[src/rtl/serial_adder_ctrl_if.sv]
// Handshake and operand/result bundle for the bit-serial add/subtract controller.
// The requester uses the master modport; the controller uses the slave modport.
interface serial_adder_ctrl_if #(
  parameter int WIDTH = 8
);
  logic             start;
  logic             sub;
  logic [WIDTH-1:0] a;
  logic [WIDTH-1:0] b;
  logic             busy;
  logic             done;
  logic [WIDTH-1:0] sum;
  logic             cout;
  logic             overflow;

  modport master (
    output start, sub, a, b,
    input  busy, done, sum, cout, overflow
  );

  modport slave (
    input  start, sub, a, b,
    output busy, done, sum, cout, overflow
  );
endinterface

[src/rtl/serial_adder_ctrl.sv]
// Bit-serial add/subtract controller: one shared full adder steps through WIDTH bits,
// LSB first, and presents a registered result with a one-cycle done pulse.
module full_adder (
  input  logic a_i,
  input  logic b_i,
  input  logic ci_i,
  output logic s_o,
  output logic co_o
);
  assign s_o  = a_i ^ b_i ^ ci_i;
  assign co_o = (a_i & b_i) | (ci_i & (a_i ^ b_i));
endmodule

module serial_adder_ctrl #(
  parameter int WIDTH = 8,
  parameter int CNT_W = $clog2(WIDTH)
) (
  input logic               clk,
  input logic               rst_n,
  serial_adder_ctrl_if.slave bus
);
  typedef enum logic [1:0] {
    S_IDLE = 2'd0,
    S_RUN  = 2'd1,
    S_DONE = 2'd2
  } state_t;

  localparam logic [CNT_W-1:0] CNT_LAST = CNT_W'(WIDTH - 1);

  state_t           state_q;
  logic [WIDTH-1:0] opa_q;
  logic [WIDTH-1:0] opb_q;
  logic [WIDTH-1:0] res_q;
  logic [WIDTH-1:0] res_d;
  logic             carry_q;
  logic [CNT_W-1:0] cnt_q;
  logic             busy_q;
  logic             done_q;
  logic [WIDTH-1:0] sum_q;
  logic             cout_q;
  logic             ovf_q;
  logic             fa_s;
  logic             fa_co;

  full_adder u_fa (
    .a_i  (opa_q[0]),
    .b_i  (opb_q[0]),
    .ci_i (carry_q),
    .s_o  (fa_s),
    .co_o (fa_co)
  );

  // Result bits enter at the MSB so the LSB-first stream lands in place after WIDTH steps.
  assign res_d = {fa_s, res_q[WIDTH-1:1]};

  always_ff @(posedge clk or negedge rst_n) begin
    if (!rst_n) begin
      state_q <= S_IDLE;
      opa_q   <= '0;
      opb_q   <= '0;
      res_q   <= '0;
      carry_q <= 1'b0;
      cnt_q   <= '0;
      busy_q  <= 1'b0;
      done_q  <= 1'b0;
      sum_q   <= '0;
      cout_q  <= 1'b0;
      ovf_q   <= 1'b0;
    end else begin
      unique case (state_q)
        S_IDLE, S_DONE: begin
          done_q <= 1'b0;
          if (bus.start) begin
            // Subtract is a + ~b + 1; the +1 comes from the preset carry.
            opa_q   <= bus.a;
            opb_q   <= bus.sub ? ~bus.b : bus.b;
            carry_q <= bus.sub;
            cnt_q   <= '0;
            busy_q  <= 1'b1;
            state_q <= S_RUN;
          end else begin
            busy_q  <= 1'b0;
            state_q <= S_IDLE;
          end
        end
        S_RUN: begin
          res_q   <= res_d;
          opa_q   <= opa_q >> 1;
          opb_q   <= opb_q >> 1;
          carry_q <= fa_co;
          cnt_q   <= cnt_q + CNT_W'(1);
          if (cnt_q == CNT_LAST) begin
            // On the MSB step carry_q is the carry into the MSB.
            sum_q   <= res_d;
            cout_q  <= fa_co;
            ovf_q   <= carry_q ^ fa_co;
            busy_q  <= 1'b0;
            done_q  <= 1'b1;
            state_q <= S_DONE;
          end
        end
        default: begin
          busy_q  <= 1'b0;
          done_q  <= 1'b0;
          state_q <= S_IDLE;
        end
      endcase
    end
  end

  assign bus.busy     = busy_q;
  assign bus.done     = done_q;
  assign bus.sum      = sum_q;
  assign bus.cout     = cout_q;
  assign bus.overflow = ovf_q;
endmodule

[src/flat_wrapper.sv]
// flat-port wrapper written by rule: the top's interface ports become plain ports
module serial_adder_ctrl_flat 
#(
  parameter int WIDTH = 8,
  parameter int CNT_W = $clog2(WIDTH)
)
  (clk, rst_n, bus_start, bus_sub, bus_a, bus_b, bus_busy, bus_done, bus_sum, bus_cout, bus_overflow);
  serial_adder_ctrl_if #(.WIDTH(WIDTH)) bus_i ();
  input logic clk;
  input logic rst_n;
  input wire logic [$bits(bus_i.start)-1:0] bus_start;
  input wire logic [$bits(bus_i.sub)-1:0] bus_sub;
  input wire logic [$bits(bus_i.a)-1:0] bus_a;
  input wire logic [$bits(bus_i.b)-1:0] bus_b;
  output wire logic [$bits(bus_i.busy)-1:0] bus_busy;
  output wire logic [$bits(bus_i.done)-1:0] bus_done;
  output wire logic [$bits(bus_i.sum)-1:0] bus_sum;
  output wire logic [$bits(bus_i.cout)-1:0] bus_cout;
  output wire logic [$bits(bus_i.overflow)-1:0] bus_overflow;
  assign bus_i.start = bus_start;
  assign bus_i.sub = bus_sub;
  assign bus_i.a = bus_a;
  assign bus_i.b = bus_b;
  assign bus_busy = bus_i.busy;
  assign bus_done = bus_i.done;
  assign bus_sum = bus_i.sum;
  assign bus_cout = bus_i.cout;
  assign bus_overflow = bus_i.overflow;
  serial_adder_ctrl #(.WIDTH(WIDTH), .CNT_W(CNT_W)) u_core (.clk(clk), .rst_n(rst_n), .bus(bus_i));
endmodule
[config.mk]
export PLATFORM = sky130hd
export DESIGN_NAME = serial_adder_ctrl_flat
export DESIGN_NICKNAME = d
export VERILOG_FILES = /design/src/rtl/serial_adder_ctrl_if.sv /design/src/rtl/serial_adder_ctrl.sv /design/src/flat_wrapper.sv
export SDC_FILE = /design/constraint.sdc
export NUM_CORES = 1
export LEC_CHECK = 0
export BUFFER_PORTS_ARGS = -buffer_cell sky130_fd_sc_hd__clkbuf_2
export CORE_ASPECT_RATIO = 1.4
export CORE_UTILIZATION = 25
export DETAILED_ROUTE_END_ITERATION = 6
export HOLD_SLACK_MARGIN = 0.06
export MAX_ROUTING_LAYER = met4
export PLACE_DENSITY = 0.39
export SYNTH_ARGS = -nofsm -noshare
export SYNTH_HDL_FRONTEND = slang
export SYNTH_SLANG_ARGS = --single-unit
[constraint.sdc]
create_clock -name clk -period 1.9 [get_ports clk]
set_clock_uncertainty 0.15 [all_clocks]
set_input_delay 0.38 -clock clk [delete_from_list [all_inputs] [get_ports clk]]
set_output_delay 0.38 -clock clk [all_outputs]
set_load 0.02 [all_outputs]
Yosys cells after proc, flatten, opt, wreduce, memory -nomap -nowiden --
Cells that the tools add are included.
Cells by class: $add $sub $neg 1, reductions and logical operators 5, eq/ne operators 5, mux-type cells 17, bitwise gates (word level) 7
Operators with widths (number):
- case mux 8 bit (2 select lines) | 2
- 2-to-1 mux 8 bit | 3
- NOT 8 bit | 1
- 2-to-1 mux 1 bit | 6
- case mux 3 bit (2 select lines) | 1
- case mux 1 bit (2 select lines) | 2
- case mux 2 bit (2 select lines) | 1
- AND reduction 2 bit | 2
- adder 3 x 1 -> 3 bit, second input constant | 1
- == test 3 bit, second input constant | 1
- 2-to-1 mux 3 bit | 1
- bitwise XOR 1 bit | 3
- AND 1 bit | 2
- == test 2 x 1 -> 1 bit, second input constant | 1
- == test 2 bit, second input constant | 1
- zero test 2 bit | 1
- 2-to-1 mux 2 bit | 1
- != test 2 x 1 -> 1 bit, second input constant | 1
- != test 2 bit, second input constant | 1
- nonzero test 2 bit | 1
- OR reduction 2 bit | 1
- bitwise OR 1 bit | 1
Storage, ports and cells: input port bits 20, output and inout port bits 12, bits in registers 42

Depth between registers and ports, before layout --
Gate-level depths: netlist of run 1.
depth in word-level cells 4, mapped depth 6, gate-level depth less buffers 5

By module --
Synthesis of run 1 repeated with hierarchy kept, for this count alone.
Unflattened totals: cells, all modules 134, area, all modules 1710.4 sq um
Modules (own cells, without submodules):
- serial_adder_ctrl | seq. area each 1001.0 sq um, cells each 133, times used 1, area an instance 1690.4 sq um
- full_adder | seq. area each 0.0 sq um, cells each 1, times used 1, area an instance 20.0 sq um

Least setup slack after synthesis of run 1 --
Ideal clock, no wire load.
path kind register to register, from reg u_core.cnt_q[0], to reg u_core.cout_q (netlist: u_core.bus.cout), path slack 0.204 ns, stages on the path, launching flop included 6, library setup time 0.125 ns, arrival time 1.421 ns, data required time 1.625 ns, path buffers 1, cells stage by stage dfrtp_1 > ha_1 > ha_1 > nand3b_1 > buf_2 > mux2_2
Between the ends: longest elaborated chain between the ends 2
RTL lines:
- from (decl) | line serial_adder_ctrl.sv:36 | logic [CNT_W-1:0] cnt_q;
- from (signal assigned) | line serial_adder_ctrl.sv:91 | cnt_q <= cnt_q + CNT_W'(1);
- == test 3 bit | line serial_adder_ctrl.sv:92 | if (cnt_q == CNT_LAST) begin
- AND reduction 2 bit (no line)
- to (signal assigned) | line serial_adder_ctrl.sv:95 | cout_q <= fa_co;
- to (decl) | line serial_adder_ctrl.sv:40 | logic cout_q;
Every way passes these cells. A chain may end at the register's enable or synchronous reset.

Final worst setup path of run 1 --
from reg u_core.cnt_q[0], to reg u_core.sum_q[6] (netlist: u_core.bus.sum[6])
Between the ends: longest elaborated chain between the ends 2
RTL lines:
- == test 3 bit | line serial_adder_ctrl.sv:92
- AND reduction 2 bit (no line)
- to (signal assigned) | line serial_adder_ctrl.sv:94 | sum_q <= res_d;
- to (decl) | line serial_adder_ctrl.sv:39 | logic [WIDTH-1:0] sum_q;
Every way passes these cells.

==> tab_implementation.tex, run 1 <==
\begin{tabular}{lr}
\hline
Metric & Value \\
\hline
\multicolumn{2}{l}{\textbf{Status}} \\
\quad Status & completed \\
\multicolumn{2}{l}{\textbf{Routing}} \\
\quad Routed wire length & 3.45 mm \\
\quad Residual DRC count & 0 \\
\quad Number of antenna-violating nets in the routed design & 0 \\
\quad Initial drt markers & 25 \\
\quad Vias per std cell & 4.60 \\
\quad Post-detailed-route wirelength per cell & 14.1 um \\
\quad Vias & 1,122 \\
\quad First-pass iteration count of the detailed router & 4 \\
\multicolumn{2}{l}{\textbf{Critical path}} \\
\quad Cell repeated most along the worst path & ha\_1 \\
\quad CP top delay family & flip-flops \\
\quad Worst Path Class, Setup & reg2reg \\
\quad Critical-path top delay cell & dfrtp\_1 \\
\quad Critical path required time & 1.93 ns \\
\quad Slowest stage delay, CP & 0.40 ns \\
\quad Crit path launch type & flip-flop \\
\quad Arrival time of data at the critical path endpoint & 1.71 ns \\
\quad Cells along the critical path & ha\_1 > ha\_1 > nand3b\_1 > buf\_12 > mux2\_2 \\
\quad Kind of end point of the critical path & flip-flop \\
\quad Buffering stage count on the worst path with inverters included & 1 \\
\quad Max FO, Critical Path & 12 \\
\multicolumn{2}{l}{\textbf{Layout}} \\
\quad Fraction of final layout cells with drive strength greater than 1 & 36.5\% \\
\quad Layout area overhead & 24.2\% \\
\quad Antenna diode instance count & 0 \\
\quad Total of fill cells in the finished design & 683 \\
\quad Number of nets in the final layout & 192 \\
\quad Post-layout util & 32.3\% \\
\multicolumn{2}{l}{\textbf{Logic synthesis}} \\
\quad Leading cell types by count after synthesis & dfrtp\_1, mux2\_2, nand2\_1, nand3\_1 \\
\quad Most common flop cell mapped by yosys & dfrtp\_1 \\
\quad Number of distinct library cell variants in the gate-level netlist after synthesis & 23 \\
\quad Area share of the largest cell type after synthesis & 58.7\% \\
\quad Post-synthesis area per instance & 12.7 um\^{}2 \\
\quad Number of flops mapped to enable cells by yosys & 0 \\
\quad Proportion of synthesized chip area in sequential cells & 58.7\% \\
\quad Top-count cell post-synth & dfrtp\_1 \\
\quad Post-synth ARST share & 100\% \\
\quad Post-synth top area cell & dfrtp\_1 \\
\quad Syn nets & 157 \\
\quad Post-Syn Instances & 134 \\
\quad Cell area after technology mapping & 1710 um\^{}2 \\
\quad Yosys reg bits & 40 \\
\quad Leading cell types by total area after synthesis & dfrtp\_1, mux2\_2, a221o\_1 \\
\quad Total of warnings raised by yosys & 0 \\
\multicolumn{2}{l}{\textbf{STA}} \\
\quad Period minus WS final & 1.68 ns \\
\quad Unrepaired setup endpoints after global routing & no \\
\quad Final WS setup & 0.223 ns \\
\quad Count of final setup violators & 0 \\
\quad Least-Margin Pin Slew & 0.505 ns \\
\quad Final Slew Violations & 0 \\
\quad Fmax & 0.596 GHz \\
\quad Worst slew margin relative to its limit & 66.3\% \\
\quad Period Utilization, post-route & 88.3\% \\
\quad Setup TNS & 0 ns \\
\quad Final Hold Fails & 0 \\
\multicolumn{2}{l}{\textbf{Clock network}} \\
\quad Sink count of the clock tree & 40 \\
\quad \# H-tree levels & 2 \\
\quad TritonCTS clock tree & built \\
\quad Post-cts repair resize count & 0 \\
\quad Number of buffers added by the clock tree synthesis step & 5 \\
\quad Root buf cell & clkbuf\_8 \\
\quad Clock transition time at the flip-flop clock pins of the worst setup and hold paths & 0.08 ns \\
\quad Clk\_lat worst skew & 0.30 ns \\
\quad Clock tree buffer depth & 2 \\
\multicolumn{2}{l}{\textbf{Global routing}} \\
\quad Via count of the first global-routing pass & 1,170 \\
\quad GRT Resource Usage Total & 11.3\% \\
\quad Global-route track usage on met3 & 3.34\% \\
\quad Residual overflow from global routing & 0 \\
\quad GR met1 Demand/Resource & 12.8\% \\
\quad Pin count of the biggest net entering global routing & 41 \\
\quad Busiest metal layer after global routing & met2 \\
\quad First-pass GRT wire length & 5.89 mm \\
\quad GR met2 Demand/Resource & 18.5\% \\
\quad Number of antenna violations at the first check in global routing & 0 \\
\multicolumn{2}{l}{\textbf{Floorplanning}} \\
\quad Initial cell density of the core & 26.0\% \\
\quad Row Count & 35 \\
\quad Overall die height & 99.8 um \\
\quad Core box area & 6570 um\^{}2 \\
\quad Number of top-level design ports & 32 \\
\quad Area of the die & 7170 um\^{}2 \\
\quad Die width & 71.8 um \\
\multicolumn{2}{l}{\textbf{Min path}} \\
\quad HP Class & in2reg \\
\multicolumn{2}{l}{\textbf{Pwr}} \\
\quad Max VDD drop & 427 uV \\
\quad Static Leak & 1.01 nW \\
\quad Total power density per cell area & 1810 nW/um\^{}2 \\
\multicolumn{2}{l}{\textbf{Placement}} \\
\quad Worst slack at placement & 0.221 ns \\
\quad Count of buffers inserted at the top-level ports & 31 \\
\quad Post-detail-place hpwl & 2.41 mm \\
\quad Final estimated routing congestion in global placement & 0.680 \\
\multicolumn{2}{l}{\textbf{Flow run}} \\
\quad Max-cap check violation count & 0 \\
\hline
\end{tabular}
## through the flow
stage,cell area [um^2],power [W],hold WS (ns),instances
finish,2120,0.00383,0.145,244
global route,2120,0.00413,0.152,244
detailed placement,1950,0.00292,0.329,235
global placement,1950,0.00287,0.320,235
CTS,2120,0.00390,0.136,244
floorplan,1710,0.00252,-0.0656,134
## where the power goes
group | leakage (nW) | internal (W) | switching [W]
Clock | 0.0784 | 0.000657 | 0.000308
Combinational | 0.434 | 0.000661 | 0.000709
Sequential | 0.495 | 0.00126 | 0.000240
Total | 1.01 | 0.00258 | 0.00126
## worst paths after layout
check | from | to | slack, ns | cells after the start
setup / recovery | u_core.cnt_q[0]$_DFFE_PN0P_ | u_core.bus.sum[6]$_DFFE_PN0P_ | 0.22 | 5
hold / removal | bus_a[3] | u_core.opa_q[3]$_DFFE_PN0P_ | 0.15 | 3
setup reg to reg | u_core.cnt_q[0]$_DFFE_PN0P_ | u_core.bus.sum[6]$_DFFE_PN0P_ | 0.22 | 5
hold reg to reg | u_core.bus.overflow$_DFFE_PN0P_ | u_core.bus.overflow$_DFFE_PN0P_ | 0.34 | 2
max in group asynchronous | rst_n | u_core.carry_q$_DFFE_PN0P_ | 0.73 | 3
min in group asynchronous | rst_n | u_core.bus.sum[1]$_DFFE_PN0P_ | 0.52 | 3
## tightest hold or removal path: stages
cell and delay, ns:
clkbuf_2 0.07, a22oi_1 0.05, nand2_1 0.05
## cells by family (layout without fill, tap and decap cells)
family	Yosys count	count (layout)	share of synthesized area (%)
mux	16	16	10.6
simple gates	31	31	8.51
xor+xnor	9	9	4.62
compound gates	23	23	11.0
fa+ha+maj	3	3	2.64
buf+inv	12	48	4.03
flops	40	40	58.7
## final cells by class
| cell class | count | area, um^2 | share of cell area (%) |
|---|---|---|---|
| clock buffers | 5 | 68.8 | 3.25 |
| clock inverters | 3 | 90.1 | 4.25 |
| inverters | 2 | 7.51 | 0.354 |
| multi-input cells | 82 | 637 | 30.0 |
| flip-flops and latches | 40 | 1000 | 47.2 |
| well taps | 74 | 92.6 | 4.37 |
| repair buffers | 38 | 223 | 10.5 |
## placed cells by master, fill, tap and decap left out, types with 2 or more instances in the layout
| cell | instances |
|---|---|
| dfrtp_1 | 40 |
| clkbuf_2 | 31 |
| mux2_2 | 16 |
| nand3_1 | 9 |
| nand2_1 | 9 |
| a22oi_1 | 8 |
| xnor2_1 | 8 |
| nor2_1 | 7 |
| a221o_1 | 7 |
| clkbuf_8 | 5 |
| buf_4 | 5 |
| a22o_1 | 4 |
| o21ai_0 | 3 |
| bufinv_16 | 3 |
| nand2b_1 | 2 |
| inv_1 | 2 |
| ha_1 | 2 |
## repair_timing
action	4_1_cts	5_1_grt
hold buffers	1	0
setup buffers	0	0
hold endpoints to repair	40	0
## layer usage
metal | share of wire (%) | vias up
met5 | 0 | -
met4 | 2.1 | 0
met3 | 3.5 | 6
met2 | 52 | 23
met1 | 43 | 553
li1 | - | 540
## state kept, by name, indices dropped and copies added, names as in the netlist
signal,count
u_core.cnt_q,3
u_core.opa_q,8
u_core.bus.cout,1
u_core.bus.sum,8
u_core.bus.overflow,1
u_core.bus.done,1
u_core.bus.busy,1
u_core.opb_q,8
u_core.res_q,7
u_core.carry_q,1
u_core.state_q,1
(Power assumes the default switching activity.)
==> inputs of run 2 (changes only) <==
--- a/config.mk
+++ b/config.mk
@@ -12,6 +12,7 @@
 export HOLD_SLACK_MARGIN = 0.06
 export MAX_ROUTING_LAYER = met4
 export PLACE_DENSITY = 0.39
+export SETUP_SLACK_MARGIN = 0.2
 export SYNTH_ARGS = -nofsm -noshare
 export SYNTH_HDL_FRONTEND = slang
 export SYNTH_SLANG_ARGS = --single-unit
==> constraint.sdc (replaced) <==
create_clock -name clk -period 2.1 [get_ports clk]
set_clock_uncertainty 0.15 [all_clocks]
set_input_delay 0.42 -clock clk [delete_from_list [all_inputs] [get_ports clk]]
set_output_delay 0.42 -clock clk [all_outputs]
set_load 0.02 [all_outputs]
==> run 2 against run 1 <==
Effect of this change:
- clock power down 48%
- largest cell class unchanged
- non-clock buffer count down 1
- worst hold slack better by 0.057 ns
- critical path depth unchanged
- global-route usage about the same
- final cell count down 0.41%
- critical path type unchanged
- flip-flop and latch count unchanged
- sequential share of layout area up 2.1 points
- count of clock-buffer cells in the layout unchanged
- die area unchanged
==> tab_implementation.tex, run 2 (synthesis results as in run 1) <==
\begin{tabular}{lr}
\hline
Metric & Value \\
\hline
\multicolumn{2}{l}{\textbf{Placement}} \\
\quad Placed standard-cell area & 1930 um\^{}2 (was 1950 um\^{}2) \\
\quad Count of buffers inserted at the top-level ports & 31 (unchanged) \\
\quad Final estimated routing congestion in global placement & 0.672 (was 0.680) \\
\quad Post-detail-place hpwl & 2.37 mm (was 2.41 mm) \\
\multicolumn{2}{l}{\textbf{Pwr}} \\
\quad Sw Share & 36.3\% (was 32.8\%) \\
\quad Switching pwr & 0.00111 W (was 0.00126 W) \\
\quad Part of the total power dissipated in combinational logic & 39.6\% (was 35.7\%) \\
\quad Relative contribution of the clock network to total power & 16.3\% (was 25.2\%) \\
\quad Internal power contribution & 0.00195 W (was 0.00258 W) \\
\quad Max VDD drop & 383 uV (was 427 uV) \\
\quad Static Leak & 0.966 nW (was 1.01 nW) \\
\quad Total power density per cell area & 1510 nW/um\^{}2 (was 1810 nW/um\^{}2) \\
\quad Flop pwr share & 44.1\% (was 39.1\%) \\
\multicolumn{2}{l}{\textbf{Layout}} \\
\quad Number of nets in the final layout & 191 (was 192) \\
\quad Multi-input gate area in the final layout & 639 um\^{}2 (was 637 um\^{}2) \\
\quad Finished Cell Area & 2030 um\^{}2 (was 2120 um\^{}2) \\
\quad Antenna diode instance count & 0 (unchanged) \\
\quad Area taken by flip-flops and latches & 1000 um\^{}2 (unchanged) \\
\quad Total of fill cells in the finished design & 687 (was 683) \\
\quad Commonest non-fill, non-tap cell in the layout & dfrtp\_1 (unchanged) \\
\quad Layout area overhead & 19.0\% (was 24.2\%) \\
\quad Most frequent cells in the layout & dfrtp\_1, clkbuf\_2, mux2\_2, nand3\_1, nand2\_1 (unchanged) \\
\quad Fraction of final layout cells with drive strength greater than 1 & 36.7\% (was 36.5\%) \\
\multicolumn{2}{l}{\textbf{Min path}} \\
\quad HP Class & in2reg (unchanged) \\
\multicolumn{2}{l}{\textbf{Clock network}} \\
\quad Clock transition time at the flip-flop clock pins of the worst setup and hold paths & 0.08 ns (about the same) \\
\quad TritonCTS clock tree & built (unchanged) \\
\quad Clk\_lat worst skew & 0.29 ns (was 0.30 ns) \\
\quad Clock tree buffer depth & 2 (unchanged) \\
\quad Root buf cell & clkbuf\_8 (unchanged) \\
\quad Number of buffers added by the clock tree synthesis step & 5 (unchanged) \\
\quad Number of post-CTS setup repair buffers & 0 (unchanged) \\
\quad Sink count of the clock tree & 40 (unchanged) \\
\quad \# H-tree levels & 2 (unchanged) \\
\multicolumn{2}{l}{\textbf{STA}} \\
\quad Period minus WS final & 1.73 ns (was 1.68 ns) \\
\quad Setup TNS & 0 ns (unchanged) \\
\quad Count of final setup violators & 0 (unchanged) \\
\quad Least-Margin Pin Slew & 0.506 ns (was 0.505 ns) \\
\quad Worst slew margin relative to its limit & 66.3\% (about the same) \\
\quad Fmax & 0.579 GHz (was 0.596 GHz) \\
\quad Unrepaired setup endpoints after global routing & no (unchanged) \\
\quad Final Hold Fails & 0 (unchanged) \\
\quad Final Slew Violations & 0 (unchanged) \\
\quad Period Utilization, post-route & 82.2\% (was 88.3\%) \\
\multicolumn{2}{l}{\textbf{Floorplanning}} \\
\quad Overall die height & 99.8 um (unchanged) \\
\quad Area of the die & 7170 um\^{}2 (unchanged) \\
\quad Initial cell density of the core & 26.0\% (unchanged) \\
\quad Number of top-level design ports & 32 (unchanged) \\
\quad Row Count & 35 (unchanged) \\
\quad Core box area & 6570 um\^{}2 (unchanged) \\
\quad Die width & 71.8 um (unchanged) \\
\multicolumn{2}{l}{\textbf{Critical path}} \\
\quad Minimum setup slack among reg-to-reg paths & 0.37 ns (was 0.22 ns) \\
\quad Kind of end point of the critical path & flip-flop (unchanged) \\
\quad Cell repeated most along the worst path & ha\_1 (unchanged) \\
\quad Crit path launch type & flip-flop (unchanged) \\
\quad Buffering stage count on the worst path with inverters included & 1 (unchanged) \\
\quad Cells along the critical path & ha\_1 > ha\_1 > nand3b\_1 > buf\_4 > mux2\_2 (was ha\_1 > ha\_1 > nand3b\_1 > buf\_12 > mux2\_2) \\
\quad Max FO, Critical Path & 12 (unchanged) \\
\quad Slowest stage delay, CP & 0.40 ns (about the same) \\
\quad Worst Path Class, Setup & reg2reg (unchanged) \\
\quad Critical-path top delay cell & dfrtp\_1 (unchanged) \\
\quad Critical path required time & 2.13 ns (was 1.93 ns) \\
\quad CP top delay family & adder cells (was flip-flops) \\
\quad Arrival time of data at the critical path endpoint & 1.75 ns (was 1.71 ns) \\
\multicolumn{2}{l}{\textbf{Routing}} \\
\quad Routed wire length & 3.40 mm (was 3.45 mm) \\
\quad Vias per std cell & 4.72 (was 4.60) \\
\quad Initial drt markers & 35 (was 25) \\
\quad Residual DRC count & 0 (unchanged) \\
\quad Number of antenna-violating nets in the routed design & 0 (unchanged) \\
\quad Post-detailed-route wirelength per cell & 14.0 um (was 14.1 um) \\
\quad Vias & 1,147 (was 1,122) \\
\quad First-pass iteration count of the detailed router & 4 (unchanged) \\
\multicolumn{2}{l}{\textbf{Global routing}} \\
\quad Pin count of the biggest net entering global routing & 41 (unchanged) \\
\quad GRT Resource Usage Total & 11.4\% (was 11.3\%) \\
\quad Residual overflow from global routing & 0 (unchanged) \\
\quad Via count of the first global-routing pass & 1,241 (was 1,170) \\
\quad Number of antenna violations at the first check in global routing & 0 (unchanged) \\
\quad First-pass GRT wire length & 6.00 mm (was 5.89 mm) \\
\multicolumn{2}{l}{\textbf{Status}} \\
\quad Status & completed (unchanged) \\
\multicolumn{2}{l}{\textbf{Flow run}} \\
\quad Max-cap check violation count & 0 (unchanged) \\
\hline
\end{tabular}
## run 2: cell types whose count changed in the layout (fill, tap and decap cells not counted)
cell       previous run  this run
nor2b_2               0         1
nor2b_1               1         0
clkinv_2              0         2
bufinv_16             3         0
clkinv_4              0         1
buf_12                1         0
## run 2: power groups by stage
stage | combinational, W | clock, W | sequential, W
6_report | 0.00121 | 0.000500 | 0.00135
3_5_place_dp | 0.00124 | 0 | 0.00137
3_3_place_gp | 0.00120 | 0 | 0.00136
2_1_floorplan | 0.000833 | 0 | 0.00145
5_1_grt | 0.00136 | 0.000558 | 0.00141
4_1_cts | 0.00124 | 0.000531 | 0.00136
## run 2: layout make-up
type                            instances  share of cell area, %
Sequential cell                        40                   49.3
Inverter                                2                  0.370
Tap cell                               74                   4.56
Multi-Input combinational cell         82                   31.5
Clock buffer                            5                   3.39
Clock inverter                          3                  0.924
Timing Repair Buffer                   37                   9.98
## run 2: worst paths after layout
check / to / cells past startpoint / startpoint
min in group asynchronous: u_core.res_q[2]$_DFFE_PN0P_ / 3 / rst_n
max: u_core.bus.cout$_DFFE_PN0P_ / 5 / u_core.cnt_q[0]$_DFFE_PN0P_
min reg2reg: u_core.bus.overflow$_DFFE_PN0P_ / 2 / u_core.bus.overflow$_DFFE_PN0P_
max in group asynchronous: u_core.opa_q[2]$_DFFE_PN0P_ / 3 / rst_n
max reg2reg: u_core.bus.cout$_DFFE_PN0P_ / 5 / u_core.cnt_q[0]$_DFFE_PN0P_
min: u_core.opa_q[0]$_DFFE_PN0P_ / 3 / bus_a[0]
## run 2: routing by layer
layer | routed length, um | vias to the layer above | global-route usage [%]
met5 | 0 | - | -
met4 | 53 | 0 | 4.52
met3 | 156 | 6 | 3.14
met2 | 1850 | 36 | 19.3
met1 | 1340 | 568 | 12.5
li1 | - | 537 | -
## run 2: tightest hold or removal path: cells and delay by family
kind                   cells  cell delay (ns)
buffers and inverters      1             0.07
AND/OR/NAND/NOR            1             0.06
AO/OA/AOI/OAI              1             0.05
## run 2: stage by stage
step / instances / hold WS, ns / setup slack (ns) / util, % / total power (W)
after floorplan: 134 / -0.0256 / 0.404 / - / 0.00228
after global placement: 234 / 0.319 / 0.0786 / 29.4 / 0.00256
after detailed placement: 234 / 0.329 / 0.0415 / 29.4 / 0.00261
after CTS: 243 / 0.193 / 0.342 / 30.9 / 0.00313
after global routing: 243 / 0.200 / 0.260 / 30.9 / 0.00333
final: 243 / 0.202 / 0.373 / 30.9 / 0.00307
## run 2: timing repair
action | CTS | global route
setup endpoints to repair | 7 | 0
resized for setup | 1 | 0
endpoints found under the hold margin | 32 | 0
hold buffers | 1 | 0
